### src/rtl/pilha_retorno.sv
// rtl/pilha_retorno.sv - return-address stack predicting JALR targets for fetch
module pilha_retorno #(
    parameter int ADDR_WIDTH = 13,
    parameter int DEPTH      = 8,
    parameter int PTR_WIDTH  = 3
) (
    input  logic                  clock,
    input  logic                  reset,
    input  logic                  habilita,
    input  logic [ADDR_WIDTH-1:0] proximo_pc,
    input  logic                  empilha,
    input  logic                  desempilha,
    output logic [ADDR_WIDTH-1:0] endereco_previsto,
    output logic                  previsao_valida,
    output logic                  vazia,
    output logic                  cheia,
    output logic                  transbordou,
    output logic                  subfluxo
);

    localparam logic [PTR_WIDTH:0]   CONT_CHEIA = (PTR_WIDTH+1)'(DEPTH);
    localparam logic [PTR_WIDTH-1:0] PTR_UM     = PTR_WIDTH'(1);
    localparam logic [PTR_WIDTH:0]   CONT_UM    = (PTR_WIDTH+1)'(1);

    logic [ADDR_WIDTH-1:0] mem_q [DEPTH];
    logic [PTR_WIDTH-1:0]  topo_q, topo_d;
    logic [PTR_WIDTH:0]    contagem_q, contagem_d;
    logic                  transbordou_q, transbordou_d;
    logic                  subfluxo_q, subfluxo_d;

    logic                  wr_en;
    logic [PTR_WIDTH-1:0]  wr_addr;
    logic                  esta_vazia, esta_cheia;

    assign esta_vazia = (contagem_q == '0);
    assign esta_cheia = (contagem_q == CONT_CHEIA);

    always_comb begin
        topo_d        = topo_q;
        contagem_d    = contagem_q;
        transbordou_d = transbordou_q;
        subfluxo_d    = subfluxo_q;
        wr_en         = 1'b0;
        wr_addr       = topo_q;
        if (habilita) begin
            case ({empilha, desempilha})
                2'b10: begin
                    topo_d  = topo_q + PTR_UM;
                    wr_en   = 1'b1;
                    wr_addr = topo_q + PTR_UM;
                    // When full, the slot above topo is the oldest entry: overwrite it.
                    if (esta_cheia) transbordou_d = 1'b1;
                    else            contagem_d    = contagem_q + CONT_UM;
                end
                2'b01: begin
                    if (esta_vazia) begin
                        subfluxo_d = 1'b1;
                    end else begin
                        topo_d     = topo_q - PTR_UM;
                        contagem_d = contagem_q - CONT_UM;
                    end
                end
                2'b11: begin
                    wr_en = 1'b1;
                    // Replace on empty has nothing to pop, so it degrades to a push.
                    if (esta_vazia) begin
                        subfluxo_d = 1'b1;
                        topo_d     = topo_q + PTR_UM;
                        wr_addr    = topo_q + PTR_UM;
                        contagem_d = CONT_UM;
                    end
                end
                default: ;
            endcase
        end
    end

    always_ff @(posedge clock) begin
        if (!reset) begin
            topo_q        <= PTR_WIDTH'(DEPTH - 1);
            contagem_q    <= '0;
            transbordou_q <= 1'b0;
            subfluxo_q    <= 1'b0;
        end else begin
            topo_q        <= topo_d;
            contagem_q    <= contagem_d;
            transbordou_q <= transbordou_d;
            subfluxo_q    <= subfluxo_d;
        end
    end

    always_ff @(posedge clock) begin
        if (reset && wr_en) mem_q[wr_addr] <= proximo_pc;
    end

    assign endereco_previsto = esta_vazia ? '0 : mem_q[topo_q];
    assign previsao_valida   = !esta_vazia;
    assign vazia             = esta_vazia;
    assign cheia             = esta_cheia;
    assign transbordou       = transbordou_q;
    assign subfluxo          = subfluxo_q;

endmodule
### config.mk
export PLATFORM = sky130hd
export DESIGN_NAME = pilha_retorno
export DESIGN_NICKNAME = d
export VERILOG_FILES = /design/src/rtl/pilha_retorno.sv
export SDC_FILE = /design/constraint.sdc
export NUM_CORES = 1
export LEC_CHECK = 0
export CAP_MARGIN = 15
export CORE_AREA = 2 2 126 128
export CTS_BUF_LIST = sky130_fd_sc_hd__clkbuf_4 sky130_fd_sc_hd__clkbuf_8 sky130_fd_sc_hd__clkbuf_16
export CTS_CLUSTER_SIZE = 8
export DETAILED_ROUTE_END_ITERATION = 10
export DIE_AREA = 0 0 128 130
export PLACE_DENSITY_LB_ADDON = 0.1
export REMOVE_ABC_BUFFERS = 1
export SLEW_MARGIN = 30
export SYNTH_ARGS = -nofsm -noshare
export SYNTH_HDL_FRONTEND = slang
export SYNTH_SLANG_ARGS = --single-unit
### constraint.sdc
create_clock -name clock -period 2.7 [get_ports clock]
set_input_delay 0.405 -clock clock [delete_from_list [all_inputs] [get_ports clock]]
set_output_delay 0.405 -clock clock [all_outputs]
set_load 0.01 [all_outputs]
==> flow_metrics.tcl, run 1 <==
set metrics [dict create \
    finalMaxSlewViolations 0 \
    fin_crit_ns 2.60 \
    crit_arrival_ns 2.19 \
    clockRootBuffer "clkbuf_16" \
    synth.avg_cell_area_um2 17.9 \
    clock_path_buffers 2 \
    dp.cells 506 \
    p_int_w 0.00358 \
    cts_tree "built" \
    synth_xor_area_frac 0.00915 \
    pre_cts_ws_ns 0.137 \
    ys_ff_latch 116 \
    crit_type "reg2out" \
    grt_setup_unrepaired "no" \
    grt_antenna_before_repair 0 \
    r2r_end "mem_q[7][6]" \
    grt_pass1_wl_mm 16.3 \
    yosysWarnings 0 \
    syn_area_um2 4780 \
    placed_area_um2 5570 \
    synthMuxAreaShare 0.156 \
    num-nets-final 364 \
    synth_fa_ha_area_frac 0.0146 \
    r2r_cells 6 \
    port_buffers 35 \
    status "completed" \
    clock_sinks 116 \
    rows 46 \
    synth_cells 268 \
    period_share 0.962 \
    r2r_slack_ns 0.36 \
    via_per_inst 4.77 \
    skew_ns 0.00900 \
    diodes 0 \
    holdWs_ns 0.499 \
    place_hpwl_mm 6.57 \
    vias 2607 \
    timing.fmax_ghz 0.385 \
    setup_ws_ns 0.102 \
    cp-start-kind "register" \
    initial_core_util 0.310 \
    cp-endpoint "endereco_previsto[7]" \
    syn2layout_area_growth_pct 29.8 \
    seqPwrFrac 0.441 \
    routed_wl_mm 10.5 \
    synth-simple-area-share 0.0588 \
    grt_max_degree 27 \
    die_h_um 130 \
    clkPwrFrac 0.436 \
    worstSkewPairLatency_ns 0.41 \
    overflow 0 \
    die-area_um2 16600 \
    die_x_um 128 \
    hp-class "reg2reg" \
    critPathMaxFanout 13 \
    synth_top_family_by_area "multiplexers" \
    h-tree-depth 4 \
    tightest_slew_ns 0.624 \
    gp_congestion 0.722 \
    finish.utilization 0.402 \
    cts_buffers 17 \
    yosysSeqAreaShare 0.703 \
    end_kind "primary output" \
    slew_headroom 0.578 \
    hold_depth 2 \
    netlist-cell-type-count 40 \
    fin_cells 546 \
    grt_pass1_vias 2761 \
    io_pins 36 \
    leakagePower_nw 2.29 \
    hold_violations 0 \
    grt_use_total 0.137 \
    report.final.setup_viol 0 \
    p_sw_w 0.00103 \
    core_um2 15400 \
    crit_required_ns 2.30 \
    fin_area_um2 6210 \
    worstReg2RegStart "contagem_q[1]" \
    cts_hold_buf 0 \
    ant_nets 0 \
    clkTransAtPathRegs_ns 0.05 \
    ir_worst_vdd_mv 0.483 \
    drc_errors 0 \
    comb_power_share 0.124 \
    drtIter0Drc 120 \
    sw_frac_of_total 0.224 \
    max_cap_violations 0 \
    dr.pass1.iters 4 \
    synth_compound_area_frac 0.0416 \
    p_per_area_nw_per_um2 743 \
    post_drt_wl_per_cell_um 19.3 \
    drive_gt1_frac 0.280 \
]
area by class of cell:
type	instances	area (µm²)
flip-flops and latches	116	3370
repair buffers	70	697
clock inverters	6	32.5
fillers	1429	9220
clock buffers	26	505
inverters	4	15.0
multi-input cells	132	1350
well taps	192	240
worst min path at each step:
stage | startpoint | endpoint
after detailed placement | subfluxo | subfluxo
after floorplan | reset | register
final | transbordou | transbordou
after global routing | transbordou | transbordou
after global placement | subfluxo | subfluxo
after CTS | transbordou | transbordou
logic make-up (layout without fill, tap and decap cells):
family,Yosys count,in the layout
DFF,116,116
and+or+nand+nor,53,53
muxes,42,42
AOI/OAI and AO/OA,27,27
buffers and inverters,20,106
adders and majority gates,5,5
xor gates and xnor gates,5,5
stage by stage:
step	total power [W]	TNS, ns
after floorplan	0.00235	-0.815
after global routing	0.00480	0
after global placement	0.00262	0
after CTS	0.00464	0
final	0.00461	0
after detailed placement	0.00262	0
synth_stat cells:
master    instances  area share
buf_1             1     0.00078
and3_1            2      0.0026
o22ai_1           1      0.0013
o21a_1            3      0.0047
a21o_1            3      0.0047
nor3_1            7      0.0073
xnor2_1           3      0.0055
a21oi_1           6      0.0063
mux2i_1          15       0.031
clkbuf_1         11      0.0086
nand2b_1          1      0.0013
or3_1             1      0.0013
nand4_1           2      0.0026
a21boi_0          2      0.0031
edfxtp_1        104        0.65
nand2_1           5      0.0039
o41a_1            1      0.0024
o41ai_4           1      0.0058
o21ai_0           3      0.0031
mux4_2           26        0.12
a211oi_1          1      0.0016
o21bai_1          1      0.0016
a31o_1            1      0.0018
and3b_1           1      0.0018
a31oi_1           4      0.0052
nor4_4            1      0.0044
inv_1             4      0.0031
fa_1              1      0.0042
dfxtp_1          12       0.050
and2_1            2      0.0026
xor2_1            2      0.0037
nor3b_1           1      0.0016
nor4b_1           1      0.0018
buf_2             4      0.0042
mux2_2            1      0.0024
and4_1            2      0.0037
nor2b_1           2      0.0026
ha_1              4       0.010
nor2_1           19       0.015
nand3_1           6      0.0063
state kept, by name (all words and copies together), names as in the netlist, named ones only:
name	flops
topo_q	3
subfluxo	1
contagem_q	4
transbordou	1
mem_q	104
routing by layer:
layer / part of all wire / vias up / track usage
li1: - / 1223 / -
met1: 0.48 / 1326 / 0.181
met2: 0.47 / 44 / 0.216
met3: 0.032 / 14 / 0.0365
met4: 0.016 / 0 / 0.0562
met5: 0 / - / 0
cells in the final DEF, fill, tap and decap left out, types with 3 or more instances in the layout:
cell,Yosys,routed
edfxtp_1,104,104
clkdlybuf4s50_1,0,31
buf_4,0,29
mux4_2,26,26
nor2_1,19,19
clkbuf_16,0,19
mux2i_1,15,15
dfxtp_1,12,11
clkbuf_4,0,7
nand3_1,6,6
a21oi_1,6,6
nand2_1,5,5
nor3_1,7,5
clkinv_2,0,5
inv_1,4,4
a31oi_1,4,4
ha_1,4,4
buf_12,0,4
xnor2_1,3,3
a21o_1,3,3
o21a_1,3,3
o21ai_0,3,3
dlygate4sd2_1,0,3
timing repair:
action                     4_1_cts  5_1_grt
setup buffers                    0        6
resized for setup                3        2
gates cloned                     0        2
setup endpoints to repair        3        9
power groups by stage:
stage / sequential, W / clock [W] / combinational [W]
5_1_grt: 0.00203 / 0.00213 / 0.000630
4_1_cts: 0.00203 / 0.00205 / 0.000555
3_3_place_gp: 0.00206 / 0 / 0.000558
3_5_place_dp: 0.00206 / 0 / 0.000559
2_1_floorplan: 0.00209 / 0 / 0.000259
6_report: 0.00203 / 0.00201 / 0.000570
critical path: stages (launching register included):
cell             delay, ns
dfxtp_4               0.39
clkbuf_16             0.20
mux4_2                0.50
mux2i_1               0.14
nor2_1                0.06
clkdlybuf4s50_1       0.48
(Power assumes the default switching activity.)
==> run 2: changes to the inputs <==
--- a/config.mk
+++ b/config.mk
@@ -13,7 +13,6 @@
 export DIE_AREA = 0 0 128 130
 export PLACE_DENSITY_LB_ADDON = 0.1
 export REMOVE_ABC_BUFFERS = 1
-export SLEW_MARGIN = 30
 export SYNTH_ARGS = -nofsm -noshare
 export SYNTH_HDL_FRONTEND = slang
 export SYNTH_SLANG_ARGS = --single-unit
==> results of run 2 <==
The final DEF is identical to that of run 1; final timing and power are the same.
==> patch 1, RTL diff (config.mk and constraints of run 1) <==
Make the reset (`reset`) asynchronous in one clocked block.
--- a/src/rtl/pilha_retorno.sv
+++ b/src/rtl/pilha_retorno.sv
@@ -75,7 +75,7 @@
         end
     end
 
-    always_ff @(posedge clock) begin
+    always_ff @(posedge clock or negedge reset) begin
         if (!reset) begin
             topo_q        <= PTR_WIDTH'(DEPTH - 1);
             contagem_q    <= '0;
Formal check against the unedited RTL: differs if reset is asserted again (counterexample within 4 cycles, from zero or initial values and one cycle with reset low); with reset held inactive, the same outputs for 4 cycles.
==> patch 1 against run 1 <==
- non-clock buffer count is 7 higher
- setup slack gained 0.012 ns
- sequential cell count fell by 3
- synthesized cell count grew 0.37%
- global-route usage grew 0.25 points
- first-iteration DRC count decreased by 4.2%
- via count increased by 2.5%
- synthesized area rose by 0.58%
- sequential share of layout area decreased by 1.7 points
- routed wire length rose by 2.4%
- design area grew 2.7%
- critical path depth increased by 1
- highest routed layer unchanged
Power is not compared: it rests on default switching activity, and its combinational part moved more than twofold at a synthesized area within 25%.
==> patch 1: results (changes against run 1) <==
status = completed
drt pass-1 iters = 4 (unchanged)
Largest regs = mem_q (104), contagem_q (4), topo_q (3)
dpl hpwl = 6890 um (+5.0%)
Setup WS pre-CTS = 0.0757 ns (-0.0613 ns)
Crit. End Element = output pin
GRT Resource Usage Total = 14.0% (+0.25 points)
Max-slew headroom = 60.4% (+2.6 points)
post-place instance area = 5660 sq um (+1.6%)
Ys Warns = 0 (unchanged)
Arr. time, crit path = 2.18 ns
Num CTS Buffers = 17 (unchanged)
CTS clock-pin slew for the worst setup and hold paths = 0.05 ns (about the same)
list of most frequent post-synthesis cells = edfxtp_1, mux4_2, nor2_1
worst hold path type = in2async
vias in the first global route = 2,813 (+1.9%)
CP max FO = 8 (-5)
final WL = 10,800 um (+2.4%)
Yosys cell types = 48 (+20%)
Hold WS = 0.410 ns (-0.0894 ns)
post-CTS resize count = 31 (+28)
cell total after placement = 514 (+1.6%)
WL/cell = 19.6 um (+1.3%)
# port buffers = 35 (unchanged)
Via density = 4.84 (+1.4%)
Top FF cell, synth = edfxtp_1
largest net degree at the start of global routing = 24 (-11%)
share of layout cells above drive strength 1 = 33.3% (+5.4 points)
initial antenna violation count = 0 (unchanged)
post-synthesis compound-gate area fraction = 4.84% (+0.68 points)
DR iter-0 viols = 115 (-4.2%)
Reg2Reg Setup Slack = 0.13 ns (-0.23 ns)
RePlAce Congestion = 0.705 (-2.2%)
H-tree levels = 4 (unchanged)
multiplexer share of the synthesized area = 15.1% (-0.53 points)
Int Pwr = 4.80 mW
Clock Path Buffers = 2 (unchanged)
Fin Clk Skew = 0.00831 ns (-0.000685 ns)
Post-Syn Instances = 269 (+0.37%)
period utilization = 95.8% (-0.44 points)
fin nets = 370 (+1.6%)
fraction of the mapped netlist area in adder cells = 1.46% (-0.0084 points)
Post-CTS Setup Inserts = 7 (+7)
Synth Area in XOR/XNOR = 0.910% (-0.0052 points)
Max IR drop VDD = 0.465 mV
ant diodes = 0 (unchanged)
first-pass GRT wire length = 16,500 um (+1.7%)
Synth area leaders = edfxtp_1, mux4_2, dfrtp_1, mux2i_1, nor2_1
sequential area share after synthesis = 69.7% (-0.64 points)
post-synthesis async set-or-reset flop share = 7.96% (+8.0 points)
## patch 1: area by class of cell
type,count,area [sq um]
tap,192,240
inverter,4,15.0
fill,1402,9050
clock buffer,19,440
sequential,113,3350
timing repair buffer,77,737
clock inverter,13,168
multi-input combinational,134,1430
## patch 1: power groups by stage
stage | registers (mW) | clock network [mW] | logic (mW)
after floorplan | 2.40 | 0 | 1.04
after global placement | 2.24 | 0 | 2.21
after detailed placement | 2.24 | 0 | 2.19
after CTS | 2.19 | 2.34 | 2.32
after global routing | 2.22 | 2.43 | 2.43
final | 2.21 | 2.29 | 2.22
## patch 1: metal layers
| layer | wire length, um | track usage [%] | up-vias | share of wire, % |
|---|---|---|---|---|
| li1 | - | - | 1251 | - |
| met1 | 5260 | 18.7 | 1360 | 49 |
| met2 | 5060 | 21.8 | 52 | 47 |
| met3 | 362 | 4.02 | 9 | 3.4 |
| met4 | 111 | 5.30 | 0 | 1.0 |
| met5 | 0 | 0 | - | 0 |
## patch 1: final timing paths
kind | from | depth (start not counted) | to
setup / recovery | topo_q[0]$_DFFE_PN1P_ | 6 | endereco_previsto[9]
hold / removal | reset | 2 | subfluxo$_DFFE_PN0P_
setup reg to reg | topo_q[0]$_DFFE_PN1P_ | 11 | mem_q[5][5]$_DFFE_PP_
hold reg to reg | transbordou$_DFFE_PN0P_ | 1 | transbordou$_DFFE_PN0P_
max in group asynchronous | reset | 2 | topo_q[2]$_DFFE_PN1P_
min in group clock | transbordou$_DFFE_PN0P_ | 1 | transbordou$_DFFE_PN0P_
## patch 1: worst max-delay path, stage by stage (launching register included)
cell             delay (ns)
dfstp_2                0.58
buf_6                  0.13
buf_12                 0.13
mux4_2                 0.49
mux2i_1                0.16
nor2_1                 0.06
clkdlybuf4s15_1        0.22
==> patch 2, RTL diff (settings of run 1) <==
Without the edit above. Set the parameter `DEPTH` to 16 (it was 8).
--- a/src/rtl/pilha_retorno.sv
+++ b/src/rtl/pilha_retorno.sv
@@ -1,7 +1,7 @@
 // rtl/pilha_retorno.sv - return-address stack predicting JALR targets for fetch
 module pilha_retorno #(
     parameter int ADDR_WIDTH = 13,
-    parameter int DEPTH      = 8,
+    parameter int DEPTH      = 16,
     parameter int PTR_WIDTH  = 3
 ) (
     input  logic                  clock,
Function: changed (a bounded check fails within 4 cycles, from zero or initial values and one cycle with reset low).
==> patch 2 against run 1 <==
- non-clock buffer count decreased by 4
- sequential cell count unchanged
- power increased by 7.4%
- cell count increased by 1.3%
- fmax decreased by 0.41%
- synthesized area increased by 2.1%
- critical path depth increased by 1
- design area increased by 1.4%
- worst hold slack got worse by 0.022 ns
- routed wire length increased by 1.7%
- first-iteration DRC count increased by 73%
- setup slack got worse by 0.011 ns
- combinational power increased by 46%
- critical path type unchanged
- critical endpoint is now endereco_previsto[12]
==> patch 2: results (changes against run 1) <==
Largest regs = mem_q (104), contagem_q (4), topo_q (3)
Hold Crit Endpoint = transbordou$_SDFFE_PN0P_
max-slew violations = 0 (unchanged)
initial antenna violation count = 0 (unchanged)
Worst R2R End = mem_q[5][6]$_DFFE_PP_
sequential area share after synthesis = 68.9% (-1.4 points)
drt pass-1 iters = 4 (unchanged)
Min-Delay Startpoint = transbordou$_SDFFE_PN0P_
vias in the first global route = 2,719 (-1.5%)
GRT Resource Usage Total = 13.8% (+0.055 points)
ant diodes = 0 (unchanged)
H-tree levels = 4 (unchanged)
cell family with most CP delay = multiplexers
list of most frequent post-synthesis cells = edfxtp_1, mux4_2, nor2_1
dpl hpwl = 6640 um (+1.1%)
Clock Path Buffers = 2 (unchanged)
first-pass GRT wire length = 16,200 um (-0.13%)
Post-Syn Instances = 280 (+4.5%)
DR top layer = met4
status = completed
fin nets = 371 (+1.9%)
launching point of the worst reg2reg path = contagem_q[1]$_SDFFE_PN0P_
Arr. time, crit path = 2.20 ns
Num CTS Buffers = 17 (unchanged)
cell total after placement = 517 (+2.2%)
worst hold path type = reg2reg
final WL = 10,700 um (+1.7%)
R2R cell count = 5 (-1)
CP max FO = 12 (-1)
WL/cell = 19.4 um (+0.40%)
routed wl met2 = 5080 um (+1.6%)
RePlAce Congestion = 0.775 (+7.4%)
GR Util met3 = 4.72% (+1.1 points)
largest net degree at the start of global routing = 27 (unchanged)
wire length on met3 = 396 um (+16%)
M2 GR Usage = 20.9% (-0.75 points)
post-synthesis async set-or-reset flop share = 0% (unchanged)
Synth area leaders = edfxtp_1, mux4_2, dfxtp_1, mux2i_1, nor2_1
M1 wire length = 5110 um (+1.5%)
Max-slew headroom = 49.6% (-8.2 points)
worst stage delay on the critical path = 0.49 ns
share of layout cells above drive strength 1 = 26.6% (-1.4 points)
Yosys cell types = 50 (+25%)
Setup crit end = endereco_previsto[12]
Reg2Reg Setup Slack = 0.27 ns (-0.09 ns)
DR iter-0 viols = 208 (+73%)
Post-synth EDFFs = 104 (unchanged)
GR Util met1 = 18.6% (+0.43 points)
Ys Warns = 0 (unchanged)
CTS clock-pin slew for the worst setup and hold paths = 0.05 ns (about the same)
latest clock arrival within the worst-skew pair = 0.41 ns (about the same)
Max IR drop VDD = 0.502 mV (+4.0%)
hold-critical path depth = 1 (-1)
P_leak = 2.31 nW (+0.98%)
via count = 2,737 (+5.0%)
CTS root buffer = clkbuf_16
Fin Clk Skew = 0.00906 ns (+0.0000609 ns)
## patch 2: logic make-up after synthesis
| logic type | count (synthesis) | share of synthesized area, % |
|---|---|---|
| DFF | 116 | 68.9 |
| and+or+nand+nor | 61 | 6.87 |
| muxes | 43 | 15.5 |
| AOI/OAI and AO/OA | 29 | 4.74 |
| buffers and inverters | 23 | 2.08 |
| adders and majority gates | 5 | 1.43 |
| xor gates and xnor gates | 3 | 0.538 |
## patch 2: cell type report
| type | count | area (sq um) |
|---|---|---|
| fill | 1405 | 9130 |
| sequential | 116 | 3370 |
| multi-input combinational | 141 | 1440 |
| timing repair buffer | 66 | 676 |
| clock buffer | 19 | 440 |
| tap | 192 | 240 |
| clock inverter | 13 | 110 |
| inverter | 6 | 22.5 |
## patch 2: power breakdown
part / switching [mW] / leakage, nW / internal (mW)
Sequential: 0.0323 / 1.04 / 2.02
Clock: 0.788 / 0.265 / 1.28
Combinational: 0.422 / 1.01 / 0.412
## patch 2: per-stage QoR
stage / cell area, sq um / util (%) / total power, mW / setup slack, ns / hold WS [ns]
2_1_floorplan: 4800 / - / 2.57 / -0.308 / 0.504
3_3_place_gp: 5670 / 36.8 / 2.92 / 0.140 / 0.454
3_5_place_dp: 5670 / 36.8 / 2.92 / 0.0964 / 0.468
4_1_cts: 6220 / 40.3 / 5.00 / 0.00114 / 0.482
5_1_grt: 6290 / 40.8 / 5.18 / 0.00802 / 0.515
6_report: 6290 / 40.8 / 4.95 / 0.0913 / 0.477
## patch 2: what timing repair did
item	in CTS	in global routing
resized for setup	2	5
endpoints found under the hold margin	0	0
cloned	0	2
buffers inserted	0	2
setup endpoints to repair	2	11
